$ cat config.mk
export PLATFORM = sky130hd
export DESIGN_NAME = ffn_mac_engine_flat
export DESIGN_NICKNAME = d
export VERILOG_FILES = /design/src/rtl/ffn_mac_engine_if.sv /design/src/rtl/ffn_mac_engine.sv /design/src/flat_wrapper.sv
export SDC_FILE = /design/constraint.sdc
export NUM_CORES = 2
export LEC_CHECK = 0
export BUFFER_PORTS_ARGS = -buffer_cell sky130_fd_sc_hd__buf_2
export CAP_MARGIN = 20
export CORE_MARGIN = 4
export CORE_UTILIZATION = 50
export DETAILED_ROUTE_END_ITERATION = 10
export PLACE_DENSITY_LB_ADDON = 0.25
export SLEW_MARGIN = 20
export SYNTH_ARGS = -nofsm -noshare
export SYNTH_HDL_FRONTEND = slang
export SYNTH_SLANG_ARGS = --single-unit
$ cat constraint.sdc
create_clock -name clock -period 14.1 [get_ports clock]
set_input_delay 0 -clock clock [delete_from_list [all_inputs] [get_ports clock]]
set_output_delay 0 -clock clock [all_outputs]
set_load 0.005 [all_outputs]
$ cat src/rtl/ffn_mac_engine_if.sv
// Control handshake plus feature-map/weight read-port bundle for ffn_mac_engine.
// The engine side uses the master modport; the RAM/control side uses slave.
interface ffn_mac_engine_if #(
    parameter int unsigned NUM_CH      = 2,
    parameter int unsigned FM_DEPTH    = 1024,
    parameter int unsigned NUM_CLASSES = 2,
    parameter int unsigned IN_W        = 18,
    parameter int unsigned W_W         = 18,
    parameter int unsigned ACC_W       = 48
);
    localparam int unsigned AW  = (FM_DEPTH > 1) ? $clog2(FM_DEPTH) : 1;
    localparam int unsigned CW  = (NUM_CH > 1) ? $clog2(NUM_CH) : 1;
    localparam int unsigned WAW = (NUM_CH * FM_DEPTH > 1) ? $clog2(NUM_CH * FM_DEPTH) : 1;
    localparam int unsigned CLW = (NUM_CLASSES > 1) ? $clog2(NUM_CLASSES) : 1;

    logic                           start;
    logic [AW-1:0]                  fm_rd_addr;
    logic [CW-1:0]                  ch_sel;
    logic [IN_W-1:0]                fm_rd_data;
    logic [WAW-1:0]                 w_rd_addr;
    logic [NUM_CLASSES*W_W-1:0]     w_rd_data;
    logic                           busy;
    logic                           result_valid;
    logic [NUM_CLASSES*ACC_W-1:0]   sums;
    logic [CLW-1:0]                 class_idx;

    modport master (
        input  start, fm_rd_data, w_rd_data,
        output fm_rd_addr, ch_sel, w_rd_addr, busy, result_valid, sums, class_idx
    );

    modport slave (
        output start, fm_rd_data, w_rd_data,
        input  fm_rd_addr, ch_sel, w_rd_addr, busy, result_valid, sums, class_idx
    );
endinterface

$ cat src/rtl/ffn_mac_engine.sv
// Streams all feature-map words across NUM_CH buffers, accumulates NUM_CLASSES
// dot products against per-class weights, then registers the sums and their argmax.
module ffn_mac_engine #(
    parameter int unsigned NUM_CH      = 2,
    parameter int unsigned FM_DEPTH    = 1024,
    parameter int unsigned NUM_CLASSES = 2,
    parameter int unsigned IN_W        = 18,
    parameter int unsigned W_W         = 18,
    parameter int unsigned ACC_W       = 48,
    parameter int unsigned RD_LAT      = 2,
    parameter int unsigned SAT         = 1
) (
    input logic             clock,
    input logic             reset,
    ffn_mac_engine_if.master bus
);
    localparam int unsigned AW  = (FM_DEPTH > 1) ? $clog2(FM_DEPTH) : 1;
    localparam int unsigned CW  = (NUM_CH > 1) ? $clog2(NUM_CH) : 1;
    localparam int unsigned WAW = (NUM_CH * FM_DEPTH > 1) ? $clog2(NUM_CH * FM_DEPTH) : 1;
    localparam int unsigned CLW = (NUM_CLASSES > 1) ? $clog2(NUM_CLASSES) : 1;
    localparam int unsigned PW  = IN_W + W_W + 1;
    localparam int unsigned SW  = ACC_W + 1;
    localparam int unsigned DCW = $clog2(RD_LAT + 2) + 1;
    localparam logic signed [ACC_W-1:0] ACC_MAX = {1'b0, {(ACC_W-1){1'b1}}};
    localparam logic signed [ACC_W-1:0] ACC_MIN = {1'b1, {(ACC_W-1){1'b0}}};

    typedef enum logic [1:0] {IDLE, ISSUE, DRAIN, DONE} state_t;

    state_t                  state, state_nx;
    logic                    accept;
    logic                    last_word;
    logic                    drain_last;
    logic [AW-1:0]           addr;
    logic [CW-1:0]           ch;
    logic [WAW-1:0]          waddr;
    logic [DCW-1:0]          drain_cnt;
    logic [RD_LAT:0]         vtag;
    logic signed [PW-1:0]    fm_ext;
    logic signed [PW-1:0]    prod_c   [NUM_CLASSES];
    logic signed [PW-1:0]    prod_q   [NUM_CLASSES];
    logic signed [SW-1:0]    sum_w    [NUM_CLASSES];
    logic signed [ACC_W-1:0] acc      [NUM_CLASSES];
    logic signed [ACC_W-1:0] acc_nx   [NUM_CLASSES];
    logic signed [ACC_W-1:0] best_val;
    logic [CLW-1:0]          best;

    assign accept     = bus.start && (state == IDLE || state == DONE);
    assign last_word  = (ch == CW'(NUM_CH - 1)) && (addr == AW'(FM_DEPTH - 1));
    assign drain_last = (drain_cnt == DCW'(RD_LAT + 1));

    assign bus.fm_rd_addr = addr;
    assign bus.ch_sel     = ch;
    assign bus.w_rd_addr  = waddr;

    always_ff @(posedge clock) begin
        if (!reset) begin
            state     <= IDLE;
            addr      <= '0;
            ch        <= '0;
            waddr     <= '0;
            drain_cnt <= '0;
        end else begin
            state <= state_nx;
            if (state == ISSUE && !last_word) begin
                waddr <= waddr + WAW'(1);
                if (addr == AW'(FM_DEPTH - 1)) begin
                    addr <= '0;
                    ch   <= ch + CW'(1);
                end else begin
                    addr <= addr + AW'(1);
                end
            end else begin
                addr  <= '0;
                ch    <= '0;
                waddr <= '0;
            end
            drain_cnt <= (state == DRAIN) ? drain_cnt + DCW'(1) : '0;
        end
    end

    always_comb begin
        state_nx         = state;
        bus.busy         = 1'b0;
        bus.result_valid = 1'b0;
        case (state)
            IDLE:  if (bus.start) state_nx = ISSUE;
            ISSUE: begin
                bus.busy = 1'b1;
                if (last_word) state_nx = DRAIN;
            end
            DRAIN: begin
                bus.busy = 1'b1;
                if (drain_last) state_nx = DONE;
            end
            DONE: begin
                bus.result_valid = 1'b1;
                state_nx = bus.start ? ISSUE : IDLE;
            end
            default: state_nx = IDLE;
        endcase
    end

    // Feature is unsigned: zero-extend before the signed multiply.
    always_comb begin
        fm_ext = PW'({1'b0, bus.fm_rd_data});
        for (int unsigned c = 0; c < NUM_CLASSES; c++) begin
            prod_c[c] = fm_ext * PW'($signed(bus.w_rd_data[c*W_W +: W_W]));
        end
    end

    always_comb begin
        for (int unsigned c = 0; c < NUM_CLASSES; c++) begin
            sum_w[c] = SW'(acc[c]) + SW'(ACC_W'(prod_q[c]));
            if (SAT != 0 && sum_w[c][ACC_W] != sum_w[c][ACC_W-1]) begin
                acc_nx[c] = sum_w[c][ACC_W] ? ACC_MIN : ACC_MAX;
            end else begin
                acc_nx[c] = sum_w[c][ACC_W-1:0];
            end
        end
    end

    // Strict greater-than keeps the lowest index on ties.
    always_comb begin
        best     = '0;
        best_val = acc[0];
        for (int unsigned c = 1; c < NUM_CLASSES; c++) begin
            if (acc[c] > best_val) begin
                best_val = acc[c];
                best     = CLW'(c);
            end
        end
    end

    // vtag[RD_LAT-1] marks read data arriving, vtag[RD_LAT] the registered product.
    always_ff @(posedge clock) begin
        if (!reset || accept) begin
            vtag          <= '0;
            bus.sums      <= '0;
            bus.class_idx <= '0;
            for (int unsigned c = 0; c < NUM_CLASSES; c++) begin
                prod_q[c] <= '0;
                acc[c]    <= '0;
            end
        end else begin
            vtag <= {vtag[RD_LAT-1:0], state == ISSUE};
            for (int unsigned c = 0; c < NUM_CLASSES; c++) begin
                prod_q[c] <= prod_c[c];
                if (vtag[RD_LAT]) acc[c] <= acc_nx[c];
            end
            if (state == DRAIN && drain_last) begin
                for (int unsigned c = 0; c < NUM_CLASSES; c++) begin
                    bus.sums[c*ACC_W +: ACC_W] <= acc[c];
                end
                bus.class_idx <= best;
            end
        end
    end
endmodule
$ cat src/flat_wrapper.sv
// flat-port wrapper written by rule: the top's interface ports become plain ports
module ffn_mac_engine_flat 
#(
    parameter int unsigned NUM_CH      = 2,
    parameter int unsigned FM_DEPTH    = 1024,
    parameter int unsigned NUM_CLASSES = 2,
    parameter int unsigned IN_W        = 18,
    parameter int unsigned W_W         = 18,
    parameter int unsigned ACC_W       = 48,
    parameter int unsigned RD_LAT      = 2,
    parameter int unsigned SAT         = 1
)
  (clock, reset, bus_start, bus_fm_rd_data, bus_w_rd_data, bus_fm_rd_addr, bus_ch_sel, bus_w_rd_addr, bus_busy, bus_result_valid, bus_sums, bus_class_idx);
  ffn_mac_engine_if #(.NUM_CH(NUM_CH), .FM_DEPTH(FM_DEPTH), .NUM_CLASSES(NUM_CLASSES), .IN_W(IN_W), .W_W(W_W), .ACC_W(ACC_W)) bus_i ();
  input logic clock;
  input logic reset;
  input wire logic [$bits(bus_i.start)-1:0] bus_start;
  input wire logic [$bits(bus_i.fm_rd_data)-1:0] bus_fm_rd_data;
  input wire logic [$bits(bus_i.w_rd_data)-1:0] bus_w_rd_data;
  output wire logic [$bits(bus_i.fm_rd_addr)-1:0] bus_fm_rd_addr;
  output wire logic [$bits(bus_i.ch_sel)-1:0] bus_ch_sel;
  output wire logic [$bits(bus_i.w_rd_addr)-1:0] bus_w_rd_addr;
  output wire logic [$bits(bus_i.busy)-1:0] bus_busy;
  output wire logic [$bits(bus_i.result_valid)-1:0] bus_result_valid;
  output wire logic [$bits(bus_i.sums)-1:0] bus_sums;
  output wire logic [$bits(bus_i.class_idx)-1:0] bus_class_idx;
  assign bus_i.start = bus_start;
  assign bus_i.fm_rd_data = bus_fm_rd_data;
  assign bus_i.w_rd_data = bus_w_rd_data;
  assign bus_fm_rd_addr = bus_i.fm_rd_addr;
  assign bus_ch_sel = bus_i.ch_sel;
  assign bus_w_rd_addr = bus_i.w_rd_addr;
  assign bus_busy = bus_i.busy;
  assign bus_result_valid = bus_i.result_valid;
  assign bus_sums = bus_i.sums;
  assign bus_class_idx = bus_i.class_idx;
  ffn_mac_engine #(.NUM_CH(NUM_CH), .FM_DEPTH(FM_DEPTH), .NUM_CLASSES(NUM_CLASSES), .IN_W(IN_W), .W_W(W_W), .ACC_W(ACC_W), .RD_LAT(RD_LAT), .SAT(SAT)) u_core (.clock(clock), .reset(reset), .bus(bus_i));
endmodule
==> flow_metrics.py <==
metrics = {
    "outcome": {
        "outcome": "completed",
    },
    "pwr": {
        "power_leakage_nw": 20.0,
        "irDropWorstVdd_v": 0.000342,
        "switchingPower_mw": 5.37,
        "seqPwrFrac_pct": 11.8,
        "intPower_mw": 5.01,
        "powerDensity_nw_per_um2": 252,
        "comb_power_share_pct": 80.5,
        "clock_power_share_pct": 7.7,
        "switching_share_pct": 51.7,
    },
    "worst_setup_path": {
        "cp-start-kind": "primary input",
        "rr_endpoint": "u_core.acc[0][7]$_SDFFCE_PN0P_",
        "worstSetupPathType": "in2reg",
        "r2r-start": "u_core.acc[0][0]$_SDFFCE_PN0P_",
        "r2r_slack_ns": 9.64,
        "cp.required_ns": 14.52,
        "crit_fanout": 18,
        "worstSetupEndpointType": "flop",
        "reg2reg_depth": 13,
        "critPathArrivalTime_ns": 6.71,
    },
    "sta": {
        "maxSlewHeadroom_pct": 27.7,
        "fin_crit_ns": 6.29,
        "slew_viol_final": 0,
        "finalClockSkew_ns": 0.0199,
        "worst_slack_ns": 7.81,
        "fin_crit_sh_pct": 44.6,
        "setup_viol": 0,
        "rsz0062_at_grt": "no",
        "hold_viol": 0,
        "tightestPinTransition_ns": 1.08,
        "clock.fmax_ghz": 0.159,
        "setup_tns_ns": 0,
    },
    "grt": {
        "first_global_vias": 30086,
        "antenna_found_initial": 3,
        "grt_util_all_layers_pct": 24.7,
        "grt-ovfl-total": 0,
        "grt_max_degree": 98,
        "grt_pass1_wl_um": 163000,
    },
    "clock_tree": {
        "cts_max_path_buffers": 3,
        "cts.sinks": 297,
        "htree_levels": 1,
        "cts.clk_slew.worst_paths_ns": 0.06,
        "cts.repair.resized": 0,
        "clock_latency_ns": 0.58,
        "cts_tree": "yes",
        "post_cts_buffers": 0,
        "cts-buffers-inserted": 29,
        "cts-root-buf": "clkbuf_16",
    },
    "synth": {
        "syn_area_per_cell_um2": 8.81,
        "yosysSeqAreaShare_pct": 17.8,
        "synthArstFlopShare_pct": 0,
        "ys_ff_latch": 297,
        "synth_flop_cell": "dfxtp_1",
        "synth-edff-count": 96,
        "syn_area_um2": 38800,
        "yosysUniqueCellTypes": 85,
        "synth_fp_nets": 5393,
        "syn_inst": 4403,
        "yosys_warnings": 0,
    },
    "hold_path": {
        "hp-class": "in2reg",
        "holdCritStartpoint": "bus_fm_rd_data[0]",
        "holdPathStages": 3,
        "holdPathEnd": "u_core.prod_q[0][0]$_SDFF_PP0_",
    },
    "drt": {
        "wl_met3_um": 6530,
        "route.detailed.drc": 0,
        "wl_met1_um": 46300,
        "drtIter0Drc": 2070,
        "ant_nets": 0,
        "wl_per_cell_um": 18.5,
        "routed.top_layer": "met5",
        "wirelength_um": 101000,
        "vias": 29719,
        "via_per_inst": 5.44,
        "dr.pass1.iters": 6,
        "dr_wl_met2_um": 44800,
    },
    "die": {
        "ios": 178,
        "die_height_um": 287,
        "dieArea_um2": 82100,
        "initial_core_util_pct": 50.7,
        "core_area_um2": 76500,
        "num_rows": 101,
        "fp.dieW_um": 287,
    },
    "finish": {
        "fin_util_pct": 53.8,
        "layout-drive-gt1-share_pct": 7.06,
        "areaGrowthSynthToFinish_pct": 6.15,
        "layout_common_cells": "inv_1, nand2_1, fa_1",
        "final_common_cell": "inv_1",
        "fin_nets": 5399,
    },
    "place": {
        "gp_congestion": 0.920,
        "place_ws_ns": 7.31,
        "post-dp-hpwl_um": 77700,
        "io_buffers": 177,
    },
    "run": {
        "cap_violations": 0,
    },
}
[kinds of logic (layout without fill, tap and decap cells)]
kind of cell / after synthesis / count (layout) / share of synthesized area, %
AO/OA/AOI/OAI: 743 / 743 / 12.3
XOR/XNOR: 157 / 157 / 3.55
adder cells (fa/ha/maj): 933 / 933 / 40.0
buffers and inverters: 915 / 943 / 9.18
flip-flops: 297 / 297 / 17.8
multiplexers: 4 / 4 / 0.103
other: 0 / 1 / 0
AND/OR/NAND/NOR: 1354 / 1354 / 17.0
[how the worst max path moves through the flow]
stage	slack, ns	end	cells past startpoint	startpoint
after floorplan	8.02	u_core.prod_q[0][36]$_SDFF_PP0_	23	bus_fm_rd_data[10]
after global placement	7.47	u_core.prod_q[0][36]$_SDFF_PP0_	22	bus_fm_rd_data[10]
after detailed placement	7.31	u_core.prod_q[0][36]$_SDFF_PP0_	22	bus_fm_rd_data[10]
after CTS	7.81	u_core.prod_q[0][36]$_SDFF_PP0_	24	bus_w_rd_data[0]
after global routing	7.35	u_core.prod_q[0][36]$_SDFF_PP0_	24	bus_w_rd_data[0]
final	7.81	u_core.prod_q[0][36]$_SDFF_PP0_	24	bus_w_rd_data[0]
[area by class of cell]
cell class	instances	area, um2
antenna	1	2.50
clock buffer	37	851
clock inverter	16	128
fill	7112	35300
inverter	696	2610
multi-input combinational	3191	28400
sequential	297	6910
tap	1030	1290
timing repair buffer	194	1030
[power by group through the flow]
| stage | clock, mW | combinational, mW | sequential [mW] |
|---|---|---|---|
| detailed placement | 0 | 8.25 | 1.24 |
| global route | 0.852 | 9.48 | 1.23 |
| floorplan | 0 | 6.31 | 1.14 |
| finish | 0.803 | 8.35 | 1.23 |
| global placement | 0 | 8.18 | 1.24 |
| CTS | 0.821 | 8.32 | 1.22 |
[sequential cells by signal, summed over array words and instances (netlist names)]
register,flops
u_core.prod_q,74
u_core.bus.w_rd_addr,11
u_core.state,2
u_core.bus.class_idx,1
u_core.bus.fm_rd_addr,10
u_core.bus.sums,96
u_core.drain_cnt,3
u_core.acc,96
u_core.vtag,3
u_core.bus.ch_sel,1
[worst max-delay path: stages]
cell           delay, ns
dlygate4sd3_1       0.53
buf_2               0.28
and2_1              0.25
fa_1                0.48
fa_1                0.55
inv_1               0.05
fa_1                0.46
fa_1                0.52
inv_1               0.06
fa_1                0.52
inv_1               0.05
fa_1                0.48
inv_1               0.04
ha_1                0.34
and3_1              0.25
nand3_1             0.10
o211ai_1            0.12
a221o_1             0.35
a41oi_1             0.32
a21oi_1             0.18
a221oi_1            0.40
o31ai_1             0.16
xnor2_1             0.16
nor2_1              0.06
[synthesized netlist by cell type (all sizes together), types with 4 or more instances]
cell type  number  area [um2]
inv           696        2610
nand2         566        2120
fa            514       10300
ha            419        5240
and2          367        2300
a21oi         260        1310
dfxtp         201        4020
o21ai         185        1090
clkbuf        183         691
nor2          174         653
a21o          108         813
edfxtp         96        2880
xnor2          84         736
xor2           73         639
nand3          45         230
nand4          38         238
buf            36         257
nor2b          35         219
o21a           30         225
nand2b         28         178
and3           26         163
nor3           25         125
o21bai         25         188
a31oi          20         144
a211oi         18         135
o31ai          16         125
o211ai         11        82.6
and4           10        87.6
a221oi          9        85.1
nor3b           9        72.6
or3             8        50.1
a2111oi         7        68.8
or2             6        37.5
a211o           5        43.8
a41oi           5        62.6
a21boi          4        30.0
a221o           4        40.0
a31o            4        35.0
mux2i           4        40.0
nor4            4        25.0
[routing by layer]
metal	track usage [%]	vias up
met1	35.3	14522
met5	0	-
met2	39.2	911
met4	7.20	4
met3	3.36	170
li1	-	14112
[metrics by stage]
stage / power, mW / hold slack (ns) / area (um2) / instances
floorplan: 7.46 / 0.118 / 38800 / 4403
global placement: 9.42 / 0.320 / 40100 / 5402
detailed placement: 9.49 / 0.330 / 40100 / 5402
CTS: 10.4 / 0.0584 / 41200 / 5460
global route: 11.6 / 0.0986 / 41200 / 5462
finish: 10.4 / 0.0927 / 41200 / 5462
[repair_timing]
item | CTS | global route
hold endpoints to repair | 16 | 0
endpoints found under the setup margin | 0 | 0
hold buffers | 5 | 0
Power figures use the tool's default switching activity.
